`src/rtl/mc_ctrl_pkg.sv`:
```
// Shared encodings for the multicycle ARM-subset control unit: FSM states,
// datapath mux/ALU encodings, op classes, condition codes and the ALU command decoder.
package mc_ctrl_pkg;

    typedef enum logic [3:0] {
        S_FETCH,
        S_DECODE,
        S_MEMADR,
        S_MEMRD,
        S_MEMWB,
        S_MEMWR,
        S_EXECUTER,
        S_EXECUTEI,
        S_ALUWB,
        S_BRANCH
    } state_t;

    localparam logic [2:0] ALU_ADD = 3'b000;
    localparam logic [2:0] ALU_SUB = 3'b001;
    localparam logic [2:0] ALU_AND = 3'b010;
    localparam logic [2:0] ALU_ORR = 3'b011;
    localparam logic [2:0] ALU_MOV = 3'b100;

    localparam logic [1:0] IMM_8  = 2'b00;
    localparam logic [1:0] IMM_12 = 2'b01;
    localparam logic [1:0] IMM_24 = 2'b10;

    localparam logic [1:0] SRCB_REG  = 2'b00;
    localparam logic [1:0] SRCB_EXT  = 2'b01;
    localparam logic [1:0] SRCB_FOUR = 2'b10;

    localparam logic [1:0] RES_ALUOUT = 2'b00;
    localparam logic [1:0] RES_DATA   = 2'b01;
    localparam logic [1:0] RES_ALU    = 2'b10;

    localparam logic [1:0] OP_DP  = 2'b00;
    localparam logic [1:0] OP_MEM = 2'b01;
    localparam logic [1:0] OP_BR  = 2'b10;

    localparam logic [3:0] COND_EQ = 4'b0000;
    localparam logic [3:0] COND_NE = 4'b0001;
    localparam logic [3:0] COND_CS = 4'b0010;
    localparam logic [3:0] COND_CC = 4'b0011;
    localparam logic [3:0] COND_MI = 4'b0100;
    localparam logic [3:0] COND_PL = 4'b0101;
    localparam logic [3:0] COND_VS = 4'b0110;
    localparam logic [3:0] COND_VC = 4'b0111;
    localparam logic [3:0] COND_HI = 4'b1000;
    localparam logic [3:0] COND_LS = 4'b1001;
    localparam logic [3:0] COND_GE = 4'b1010;
    localparam logic [3:0] COND_LT = 4'b1011;
    localparam logic [3:0] COND_GT = 4'b1100;
    localparam logic [3:0] COND_LE = 4'b1101;
    localparam logic [3:0] COND_AL = 4'b1110;
    localparam logic [3:0] COND_NV = 4'b1111;

    // writes: result goes back to Rd; arith: C and V are meaningful for flag update
    typedef struct packed {
        logic [2:0] ctrl;
        logic       writes;
        logic       arith;
    } alu_dec_t;

    function automatic alu_dec_t alu_decode(input logic [3:0] cmd);
        alu_dec_t d;
        d = '{ctrl: ALU_ADD, writes: 1'b0, arith: 1'b0};
        case (cmd)
            4'b0100: d = '{ctrl: ALU_ADD, writes: 1'b1, arith: 1'b1};
            4'b0010: d = '{ctrl: ALU_SUB, writes: 1'b1, arith: 1'b1};
            4'b0000: d = '{ctrl: ALU_AND, writes: 1'b1, arith: 1'b0};
            4'b1100: d = '{ctrl: ALU_ORR, writes: 1'b1, arith: 1'b0};
            4'b1010: d = '{ctrl: ALU_SUB, writes: 1'b0, arith: 1'b1};
            4'b1101: d = '{ctrl: ALU_MOV, writes: 1'b1, arith: 1'b0};
            default: d = '{ctrl: ALU_ADD, writes: 1'b0, arith: 1'b0};
        endcase
        return d;
    endfunction

endpackage

```
`src/rtl/mc_control_unit_if.sv`:
```
// Control-unit <-> datapath bundle: decoded IR fields, ALU flags and memory
// handshake in one direction, datapath enables and mux selects in the other.
interface mc_control_unit_if;
    import mc_ctrl_pkg::*;

    logic [3:0] Cond;
    logic [1:0] Op;
    logic [5:0] Funct;
    logic [3:0] Rd;
    logic [3:0] ALUFlags;
    logic       MemReady;

    logic       PCWrite;
    logic       IRWrite;
    logic       AdrSrc;
    logic       MemWrite;
    logic       ByteMem;
    logic       RegWrite;
    logic [1:0] RegSrc;
    logic [1:0] ImmSrc;
    logic       ALUSrcA;
    logic [1:0] ALUSrcB;
    logic [2:0] ALUControl;
    logic [1:0] ResultSrc;

    modport master (
        input  Cond, Op, Funct, Rd, ALUFlags, MemReady,
        output PCWrite, IRWrite, AdrSrc, MemWrite, ByteMem, RegWrite,
               RegSrc, ImmSrc, ALUSrcA, ALUSrcB, ALUControl, ResultSrc
    );

    modport slave (
        output Cond, Op, Funct, Rd, ALUFlags, MemReady,
        input  PCWrite, IRWrite, AdrSrc, MemWrite, ByteMem, RegWrite,
               RegSrc, ImmSrc, ALUSrcA, ALUSrcB, ALUControl, ResultSrc
    );
endinterface

```
`src/rtl/mc_control_unit_cond_check.sv`:
```
// NZCV flags register plus condition-code evaluation; CondEx always reflects
// the flags as they stand now, so flags set by this instruction apply after its EXECUTE.
module cond_check
    import mc_ctrl_pkg::*;
(
    input  logic       clk,
    input  logic       reset,
    input  logic [3:0] cond,
    input  logic [3:0] alu_flags,
    input  logic       flag_we_nz,
    input  logic       flag_we_cv,
    output logic       cond_ex
);
    logic [3:0] flags;
    logic       n, z, c, v;

    assign {n, z, c, v} = flags;

    always_ff @(posedge clk or posedge reset) begin
        if (reset) begin
            flags <= 4'b0000;
        end else begin
            if (flag_we_nz) flags[3:2] <= alu_flags[3:2];
            if (flag_we_cv) flags[1:0] <= alu_flags[1:0];
        end
    end

    always_comb begin
        cond_ex = 1'b0;
        case (cond)
            COND_EQ: cond_ex = z;
            COND_NE: cond_ex = ~z;
            COND_CS: cond_ex = c;
            COND_CC: cond_ex = ~c;
            COND_MI: cond_ex = n;
            COND_PL: cond_ex = ~n;
            COND_VS: cond_ex = v;
            COND_VC: cond_ex = ~v;
            COND_HI: cond_ex = c & ~z;
            COND_LS: cond_ex = ~c | z;
            COND_GE: cond_ex = ~(n ^ v);
            COND_LT: cond_ex = n ^ v;
            COND_GT: cond_ex = ~z & ~(n ^ v);
            COND_LE: cond_ex = z | (n ^ v);
            COND_AL: cond_ex = 1'b1;
            default: cond_ex = 1'b0;
        endcase
    end
endmodule

```
`src/rtl/mc_control_unit.sv`:
```
// Multicycle control FSM: sequences fetch/decode/execute over a shared memory
// port and ALU, stalling on MemReady and gating architectural writes with CondEx.
module mc_control_unit
    import mc_ctrl_pkg::*;
(
    input  logic              clk,
    input  logic              reset,
    mc_control_unit_if.master bus
);
    state_t     state, state_next;
    alu_dec_t   dec;
    logic       cond_ex;
    logic       irw, fetch_pc, memw, regw, branch;
    logic       flag_we_nz, flag_we_cv;
    logic       adr_src, byte_mem, alu_src_a;
    logic [1:0] reg_src, imm_src, alu_src_b, result_src;
    logic [2:0] alu_control;

    assign dec = alu_decode(bus.Funct[4:1]);

    cond_check u_cond (
        .clk        (clk),
        .reset      (reset),
        .cond       (bus.Cond),
        .alu_flags  (bus.ALUFlags),
        .flag_we_nz (flag_we_nz),
        .flag_we_cv (flag_we_cv),
        .cond_ex    (cond_ex)
    );

    always_ff @(posedge clk or posedge reset) begin
        if (reset) state <= S_FETCH;
        else       state <= state_next;
    end

    always_comb begin
        state_next  = state;
        irw         = 1'b0;
        fetch_pc    = 1'b0;
        memw        = 1'b0;
        regw        = 1'b0;
        branch      = 1'b0;
        flag_we_nz  = 1'b0;
        flag_we_cv  = 1'b0;
        adr_src     = 1'b0;
        byte_mem    = 1'b0;
        alu_src_a   = 1'b0;
        reg_src     = 2'b00;
        imm_src     = IMM_8;
        alu_src_b   = SRCB_REG;
        alu_control = ALU_ADD;
        result_src  = RES_ALUOUT;

        case (state)
            S_FETCH: begin
                alu_src_a  = 1'b1;
                alu_src_b  = SRCB_FOUR;
                result_src = RES_ALU;
                if (bus.MemReady) begin
                    irw        = 1'b1;
                    fetch_pc   = 1'b1;
                    state_next = S_DECODE;
                end
            end
            // R15 reads as PC+8 because the ALU adds another 4 to the already-advanced PC
            S_DECODE: begin
                alu_src_a  = 1'b1;
                alu_src_b  = SRCB_FOUR;
                result_src = RES_ALU;
                case (bus.Op)
                    OP_MEM:  state_next = S_MEMADR;
                    OP_DP:   state_next = bus.Funct[5] ? S_EXECUTEI : S_EXECUTER;
                    OP_BR:   state_next = S_BRANCH;
                    default: state_next = S_FETCH;
                endcase
            end
            S_MEMADR: begin
                alu_src_b  = SRCB_EXT;
                imm_src    = IMM_12;
                byte_mem   = bus.Funct[2];
                state_next = bus.Funct[0] ? S_MEMRD : S_MEMWR;
            end
            S_MEMRD: begin
                adr_src  = 1'b1;
                byte_mem = bus.Funct[2];
                if (bus.MemReady) state_next = S_MEMWB;
            end
            S_MEMWB: begin
                result_src = RES_DATA;
                regw       = 1'b1;
                byte_mem   = bus.Funct[2];
                state_next = S_FETCH;
            end
            // write strobe is held for the whole stall but only commits with MemReady
            S_MEMWR: begin
                adr_src  = 1'b1;
                reg_src  = 2'b10;
                memw     = 1'b1;
                byte_mem = bus.Funct[2];
                if (bus.MemReady) state_next = S_FETCH;
            end
            S_EXECUTER, S_EXECUTEI: begin
                alu_src_b   = (state == S_EXECUTEI) ? SRCB_EXT : SRCB_REG;
                imm_src     = IMM_8;
                alu_control = dec.ctrl;
                flag_we_nz  = bus.Funct[0] & cond_ex;
                flag_we_cv  = bus.Funct[0] & cond_ex & dec.arith;
                state_next  = S_ALUWB;
            end
            S_ALUWB: begin
                result_src = RES_ALUOUT;
                regw       = dec.writes;
                state_next = S_FETCH;
            end
            S_BRANCH: begin
                alu_src_b  = SRCB_EXT;
                imm_src    = IMM_24;
                result_src = RES_ALU;
                reg_src    = 2'b01;
                branch     = 1'b1;
                state_next = S_FETCH;
            end
            default: state_next = S_FETCH;
        endcase
    end

    // architectural writes are suppressed outright while reset is asserted
    assign bus.PCWrite    = ~reset & (fetch_pc | (branch & cond_ex) |
                                      (regw & (bus.Rd == 4'd15) & cond_ex));
    assign bus.IRWrite    = ~reset & irw;
    assign bus.MemWrite   = ~reset & memw & cond_ex & bus.MemReady;
    assign bus.RegWrite   = ~reset & regw & cond_ex;
    assign bus.AdrSrc     = adr_src;
    assign bus.ByteMem    = byte_mem;
    assign bus.RegSrc     = reg_src;
    assign bus.ImmSrc     = imm_src;
    assign bus.ALUSrcA    = alu_src_a;
    assign bus.ALUSrcB    = alu_src_b;
    assign bus.ALUControl = alu_control;
    assign bus.ResultSrc  = result_src;
endmodule

```
`src/flat_wrapper.sv`:
```
// flat-port wrapper written by rule: the top's interface ports become plain ports
module mc_control_unit_flat import mc_ctrl_pkg::*;
  (clk, reset, bus_Cond, bus_Op, bus_Funct, bus_Rd, bus_ALUFlags, bus_MemReady, bus_PCWrite, bus_IRWrite, bus_AdrSrc, bus_MemWrite, bus_ByteMem, bus_RegWrite, bus_RegSrc, bus_ImmSrc, bus_ALUSrcA, bus_ALUSrcB, bus_ALUControl, bus_ResultSrc);
  mc_control_unit_if bus_i ();
  input  logic clk;
  input  logic reset;
  input wire logic [$bits(bus_i.Cond)-1:0] bus_Cond;
  input wire logic [$bits(bus_i.Op)-1:0] bus_Op;
  input wire logic [$bits(bus_i.Funct)-1:0] bus_Funct;
  input wire logic [$bits(bus_i.Rd)-1:0] bus_Rd;
  input wire logic [$bits(bus_i.ALUFlags)-1:0] bus_ALUFlags;
  input wire logic [$bits(bus_i.MemReady)-1:0] bus_MemReady;
  output wire logic [$bits(bus_i.PCWrite)-1:0] bus_PCWrite;
  output wire logic [$bits(bus_i.IRWrite)-1:0] bus_IRWrite;
  output wire logic [$bits(bus_i.AdrSrc)-1:0] bus_AdrSrc;
  output wire logic [$bits(bus_i.MemWrite)-1:0] bus_MemWrite;
  output wire logic [$bits(bus_i.ByteMem)-1:0] bus_ByteMem;
  output wire logic [$bits(bus_i.RegWrite)-1:0] bus_RegWrite;
  output wire logic [$bits(bus_i.RegSrc)-1:0] bus_RegSrc;
  output wire logic [$bits(bus_i.ImmSrc)-1:0] bus_ImmSrc;
  output wire logic [$bits(bus_i.ALUSrcA)-1:0] bus_ALUSrcA;
  output wire logic [$bits(bus_i.ALUSrcB)-1:0] bus_ALUSrcB;
  output wire logic [$bits(bus_i.ALUControl)-1:0] bus_ALUControl;
  output wire logic [$bits(bus_i.ResultSrc)-1:0] bus_ResultSrc;
  assign bus_i.Cond = bus_Cond;
  assign bus_i.Op = bus_Op;
  assign bus_i.Funct = bus_Funct;
  assign bus_i.Rd = bus_Rd;
  assign bus_i.ALUFlags = bus_ALUFlags;
  assign bus_i.MemReady = bus_MemReady;
  assign bus_PCWrite = bus_i.PCWrite;
  assign bus_IRWrite = bus_i.IRWrite;
  assign bus_AdrSrc = bus_i.AdrSrc;
  assign bus_MemWrite = bus_i.MemWrite;
  assign bus_ByteMem = bus_i.ByteMem;
  assign bus_RegWrite = bus_i.RegWrite;
  assign bus_RegSrc = bus_i.RegSrc;
  assign bus_ImmSrc = bus_i.ImmSrc;
  assign bus_ALUSrcA = bus_i.ALUSrcA;
  assign bus_ALUSrcB = bus_i.ALUSrcB;
  assign bus_ALUControl = bus_i.ALUControl;
  assign bus_ResultSrc = bus_i.ResultSrc;
  mc_control_unit u_core (.clk(clk), .reset(reset), .bus(bus_i));
endmodule
```
`config.mk`:
```
export PLATFORM = sky130hd
export DESIGN_NAME = mc_control_unit_flat
export DESIGN_NICKNAME = d
export VERILOG_FILES = /design/src/rtl/mc_ctrl_pkg.sv /design/src/rtl/mc_control_unit_if.sv /design/src/rtl/mc_control_unit_cond_check.sv /design/src/rtl/mc_control_unit.sv /design/src/flat_wrapper.sv
export SDC_FILE = /design/constraint.sdc
export NUM_CORES = 1
export LEC_CHECK = 0
export CAP_MARGIN = 5
export CORE_ASPECT_RATIO = 1.4
export CORE_UTILIZATION = 40
export DETAILED_ROUTE_END_ITERATION = 8
export PLACE_DENSITY = 0.78
export SETUP_SLACK_MARGIN = 0.15
export SYNTH_ARGS = -nofsm -noshare
export SYNTH_HDL_FRONTEND = slang
export SYNTH_SLANG_ARGS = --single-unit
export TNS_END_PERCENT = 10
```
`constraint.sdc`:
```
create_clock -name clk -period 2.28 [get_ports clk]
set_input_delay 0.456 -clock clk [delete_from_list [all_inputs] [get_ports clk]]
set_output_delay 0.456 -clock clk [all_outputs]
set_load 0.05 [all_outputs]
```
### Word-level counts from Yosys, hierarchy flattened

Index checks and enable logic that the tools add are counted.

| storage, ports and cells | value |
|---|---|
| bits in registers | 8 |
| output and inout port bits | 18 |
| logic and storage cells | 98 |

| operators by class | value |
|---|---|
| equal/unequal tests | 34 |
| muxes and demuxes | 25 |
| bitwise operators | 25 |
| reductions and logical operators | 11 |

Operators with widths:

| kind | count |
|---|---|
| $eq 4x4->1 const B | 13 |
| $eq 4x3->1 const B | 9 |
| $pmux 5 s6 | 1 |
| $pmux 4 s6 | 1 |
| $eq 4x2->1 const B | 5 |
| $pmux 1 s15 | 1 |
| $and 1x1->1 | 14 |
| $logic_not 4->1 | 3 |
| $mux 4 | 3 |
| $pmux 2 s2 | 3 |
| $pmux 4 s3 | 1 |
| $mux 1 | 11 |
| $eq 4x1->1 const B | 2 |
| $reduce_or 2->1 | 4 |
| $mux 3 | 2 |
| $ne 2x2->1 const B | 3 |
| $not 1->1 | 6 |
| $pmux 2 s3 | 1 |
| $or 1x1->1 | 4 |
| $reduce_or 4->1 | 1 |
| $reduce_and 3->1 | 1 |
| $reduce_or 3->1 | 1 |
| $eq 2x1->1 const B | 1 |
| $eq 2x2->1 const B | 1 |
| other kinds (3) | 3 |

### Depth between registers and ports, before layout

| depth | value |
|---|---|
| word-level depth | 8 |
| gate-level depth with buffers | 7 |

### By module

A second synthesis with hierarchy kept.

| second synthesis, totals | value |
|---|---|
| cells, all modules | 110 |
| area total of the unflattened synthesis | 844.6 µm² |

By module, submodules not included:

| module | times used | cells an instance | area each (µm²) | sequential area each (µm²) |
|---|---|---|---|---|
| mc_control_unit | 1 | 79 | 539.3 | 100.1 |
| cond_check | 1 | 31 | 305.3 | 100.1 |

### Least setup slack after synthesis

Ideal clock, no wire load.

| path | value |
|---|---|
| path type | input -> output |
| start | input bus_Cond[0] |
| end | output bus_RegWrite |
| arrival time | 3.155 ns |
| required time | 1.824 ns |
| setup slack | -1.331 ns |
| cell stages on the path | 7 |
| buffers on the path | 1 |
| path through | buf_4 -> and4bb_1 -> mux2i_1 -> a311oi_1 -> nor4_4 -> nor2_1 -> nor4b_1 |

| between the ends | value |
|---|---|
| word-level cells in the longest chain between the ends | 3 |
| elaborated cells on any way between the ends | 17 |

RTL lines:

| item | line | source |
|---|---|---|
| start, declared | flat_wrapper.sv:7 | `input wire logic [$bits(bus_i.Cond)-1:0] bus_Cond;` |
| $eq 4x4->1, or another cell as far along | mc_control_unit_cond_check.sv:30 | `case (cond)` |
| $pmux 1 s15 (*) | mc_control_unit_cond_check.sv:30 |  |
| $and 1x1->1 (*) | mc_control_unit.sv:132 | `assign bus.RegWrite = ~reset & regw & cond_ex;` |
| end, declared | flat_wrapper.sv:18 | `output wire logic [$bits(bus_i.RegWrite)-1:0] bus_RegWrite;` |

Every way passes the cells marked *; elsewhere a longest branch is shown, timed or not.

### Final worst setup path

| path | value |
|---|---|
| start | input bus_Cond[3] |
| end | output bus_RegWrite |

The elaborated chain is that of the path after synthesis.

==> summary.md <==
| Metric | Value |
|---|---|
| Layout cells sized above 1 | 41.3% |
| Initial core utilization | between 40 and 50% |
| Synth Area per Inst | 7.21 µm² |
| H-tree Lvls | 1 |
| Synth warnings | 0 |
| Top cell type's share of synthesized area | a little under a quarter |
| Drt first pass iters | 4 |
| Sequential share of the synthesized area | 23.0% |
| Final ANT Viol Nets | 0 |
| Post-Route Skew | ~0.002 ns |
| All-Layer GR Usage | 30.0% |
| Fin crit share | 112% |
| Fmax | 391 MHz |
| Count of different cell masters after synthesis | 40 |
| Power Density | 1050 nW/µm² |
| Compound-Gate Fraction of Synth Area | 20.1% |
| Post-synth EDFFs | 0 |
| Final slew viol count | 0 |
| Leak Pwr | roughly 0.76 nW |
| Placed cell count | 189 |
| Synth async-reset ratio | 100% |
| Global placer's final weighted congestion | roughly 0.94 |
| Number of remaining DRC errors | 0 |
| Non-filler cells, final | 193 |
| Most frequent cells in the layout | buf_12 (18), nor2_1 (15), buf_4 (15), clkdlybuf4s50_1 (13), nand2_1 (12) |
| CP arrival | 2.10 ns |
| Synth Area in XOR/XNOR | under 10% |
| Die height | 57.2 µm |
| Nets | ~200 |
| Pwr Total | 1.79 mW |
| Post-Synthesis Cell Area | 872 µm² |
| Die X | roughly 41 µm |
| Largest family of logic cells by synthesized area | simple AND/OR/NAND/NOR gates |
| CP Capture Type | output port |
| Vias per inst | ~5.9 |
| GRT overflow | 0 |
| Rel. slew slack | 74.8% |
| Commonest non-fill, non-tap cell in the layout | buf_12 |
| Routed WL | approximately 3.3 mm |
| Total CTS buffers | 3 |
| Dominant cell type by area after synthesis | dfrtp_1 |
| Post-synthesis mux area share | 7.46% |
| Area grow syn2layout | 96.3% |
| Clk Tree Root Cell | clkbuf_4 |
| Failing checks | negative setup slack |
| CORE AREA | around 2000 µm² |
| Hpwl dp | 2.60 mm |
| Min Tclk post-route | ~2.6 ns |
| Worst-case clock buffer depth | 2 |
| Initial antenna violation count | 0 |
| CP max FO | 9 |
| Cell count after synthesis | 121 |
| Die area | 2370 µm² |
| Startpoint types | input port |
| Critical Setup Path Class | in2out |
| Pre-CTS setup slack | -0.668 ns |
| Worst-Margin Slew | 0.377 ns |
| Hold crit path type | in2async |
| Status | finished with violations |
| Clk_lat worst skew | about 0.25 ns |
| Largest net degree at the start of global routing | 15 |
| ANT cells | 0 |
| Vias in the first global route | 1,209 |
| Clk pin slew, worst setup/hold paths | 0.06 ns |
| WL/cell | 17.2 µm |
| CP required | 1.82 ns |
| Setup violators final | 3 |
| Hold_ws | about 0.38 ns |
| CTS tree | built |
| Max_cap viols | 0 |
| Post-synthesis adder-cell area fraction | 0% |
| Worst setup margin | -0.277 ns |
| Synth Flop Type | dfrtp_1 |
| IO buf count | 40 |
| Clk sink count | 8 |
| Syn nets | 144 |
| Maximum VDD drop | 0.000982 V |
| Num rows | 19 |
| Synth top area cells | dfrtp_1 (23%), nor2_1 (6.9%), nand2_1 (5.6%), o21ai_0 (5.2%), a21oi_1 (4.6%) |
| Final Hold Vio Count | 0 |
| RSZ-0062 raised after global routing | yes |
| Global-route wire length before repair | between 5 and 6 mm |
| IO Pins | 41 |
| DR iter-0 viols | 37 |
| Total number of vias | ~1,100 |
| Synth Register Bits | 8 |
| Post-Synth Simple-Gate Area | 37.2% |
## routing by layer
| metal | track usage, % | up-vias | part of all wire (%) |
|---|---|---|---|
| met3 | 3.48 | 9 | 4.1 |
| met4 | 9.22 | 0 | 1.5 |
| met5 | 0 | - | 0 |
| li1 | - | 529 | - |
| met1 | 29.7 | 547 | 36 |
| met2 | 62.1 | 51 | 58 |
## worst paths after layout
path	from	to	slack, ns	cells after the start
min in group clk	u_core.u_cond.flags[1]$_DFFE_PP0P_	u_core.u_cond.flags[1]$_DFFE_PP0P_	0.56	1
setup reg to reg	u_core.u_cond.flags[2]$_DFFE_PP0P_	u_core.u_cond.flags[1]$_DFFE_PP0P_	0.12	7
hold / removal	reset	u_core.u_cond.flags[2]$_DFFE_PP0P_	0.38	3
max in group asynchronous	reset	u_core.state[2]$_DFFE_PP0P_	1.76	3
setup / recovery	bus_Cond[3]	bus_RegWrite	-0.28	8
hold reg to reg	u_core.u_cond.flags[1]$_DFFE_PP0P_	u_core.u_cond.flags[1]$_DFFE_PP0P_	0.56	1
## state kept, by name, summed over array words and instances, names as in the netlist
signal	cells
u_core.u_cond.flags	4
u_core.state	4
## cells in the mapped netlist (2+ instances only)
| library cell | count |
|---|---|
| nor3_1 | 3 |
| o21ai_0 | 9 |
| and2_1 | 2 |
| mux2_2 | 2 |
| buf_1 | 2 |
| buf_4 | 2 |
| mux2i_1 | 2 |
| a21oi_1 | 8 |
| nor4_1 | 2 |
| nor2b_1 | 2 |
| or4_1 | 2 |
| nand2_1 | 13 |
| nand2b_1 | 5 |
| mux2_1 | 2 |
| or3_1 | 2 |
| or2_2 | 2 |
| dfrtp_1 | 8 |
| inv_1 | 9 |
| and4bb_1 | 2 |
| nand3_1 | 2 |
| nor2_1 | 16 |
| a2bb2oi_1 | 2 |
| xnor2_1 | 2 |
| xor2_1 | 2 |
| clkbuf_1 | 3 |
## what timing repair did
action,in CTS,in global routing
buffers inserted,0,1
pin swaps,11,9
setup endpoints to repair,15,14
hold buffers,0,0
gates resized for setup,34,7
## metrics by stage
| stage | setup TNS, ns | area (µm²) | util [%] |
|---|---|---|---|
| detailed placement | -3.65 | 1610 | 80.8 |
| floorplan | -1.25 | 938 | - |
| finish | -0.745 | 1710 | 85.7 |
| global placement | -3.01 | 1610 | 80.8 |
| CTS | -1.05 | 1690 | 84.5 |
| global route | -0.994 | 1710 | 85.7 |
## power breakdown
group	leakage, nW	internal, mW	switching [mW]
Sequential	0.102	0.187	0.0972
Combinational	0.646	0.632	0.765
Clock	0.0138	0.0603	0.0495
## worst max-delay path: stages
cell and delay, ns:
clkdlybuf4s15_2 0.26, nand2b_1 0.19, or4_1 0.45, nand3_2 0.11
nor4_4 0.06, nor2_2 0.13, nor4b_4 0.26, buf_12 0.18
## layout make-up
type	count	area (µm²)
fill	109	285
clock buffer	3	22.5
inverter	9	33.8
sequential	8	205
multi-input combinational	96	727
tap	21	26.3
timing repair buffer	56	697
## cell families after synthesis
group,Yosys count
and+or+nand+nor,58
AOI/OAI and AO/OA,28
xor gates and xnor gates,4
buffers and inverters,17
DFF,8
muxes,6
Power figures use the tool's default switching activity.
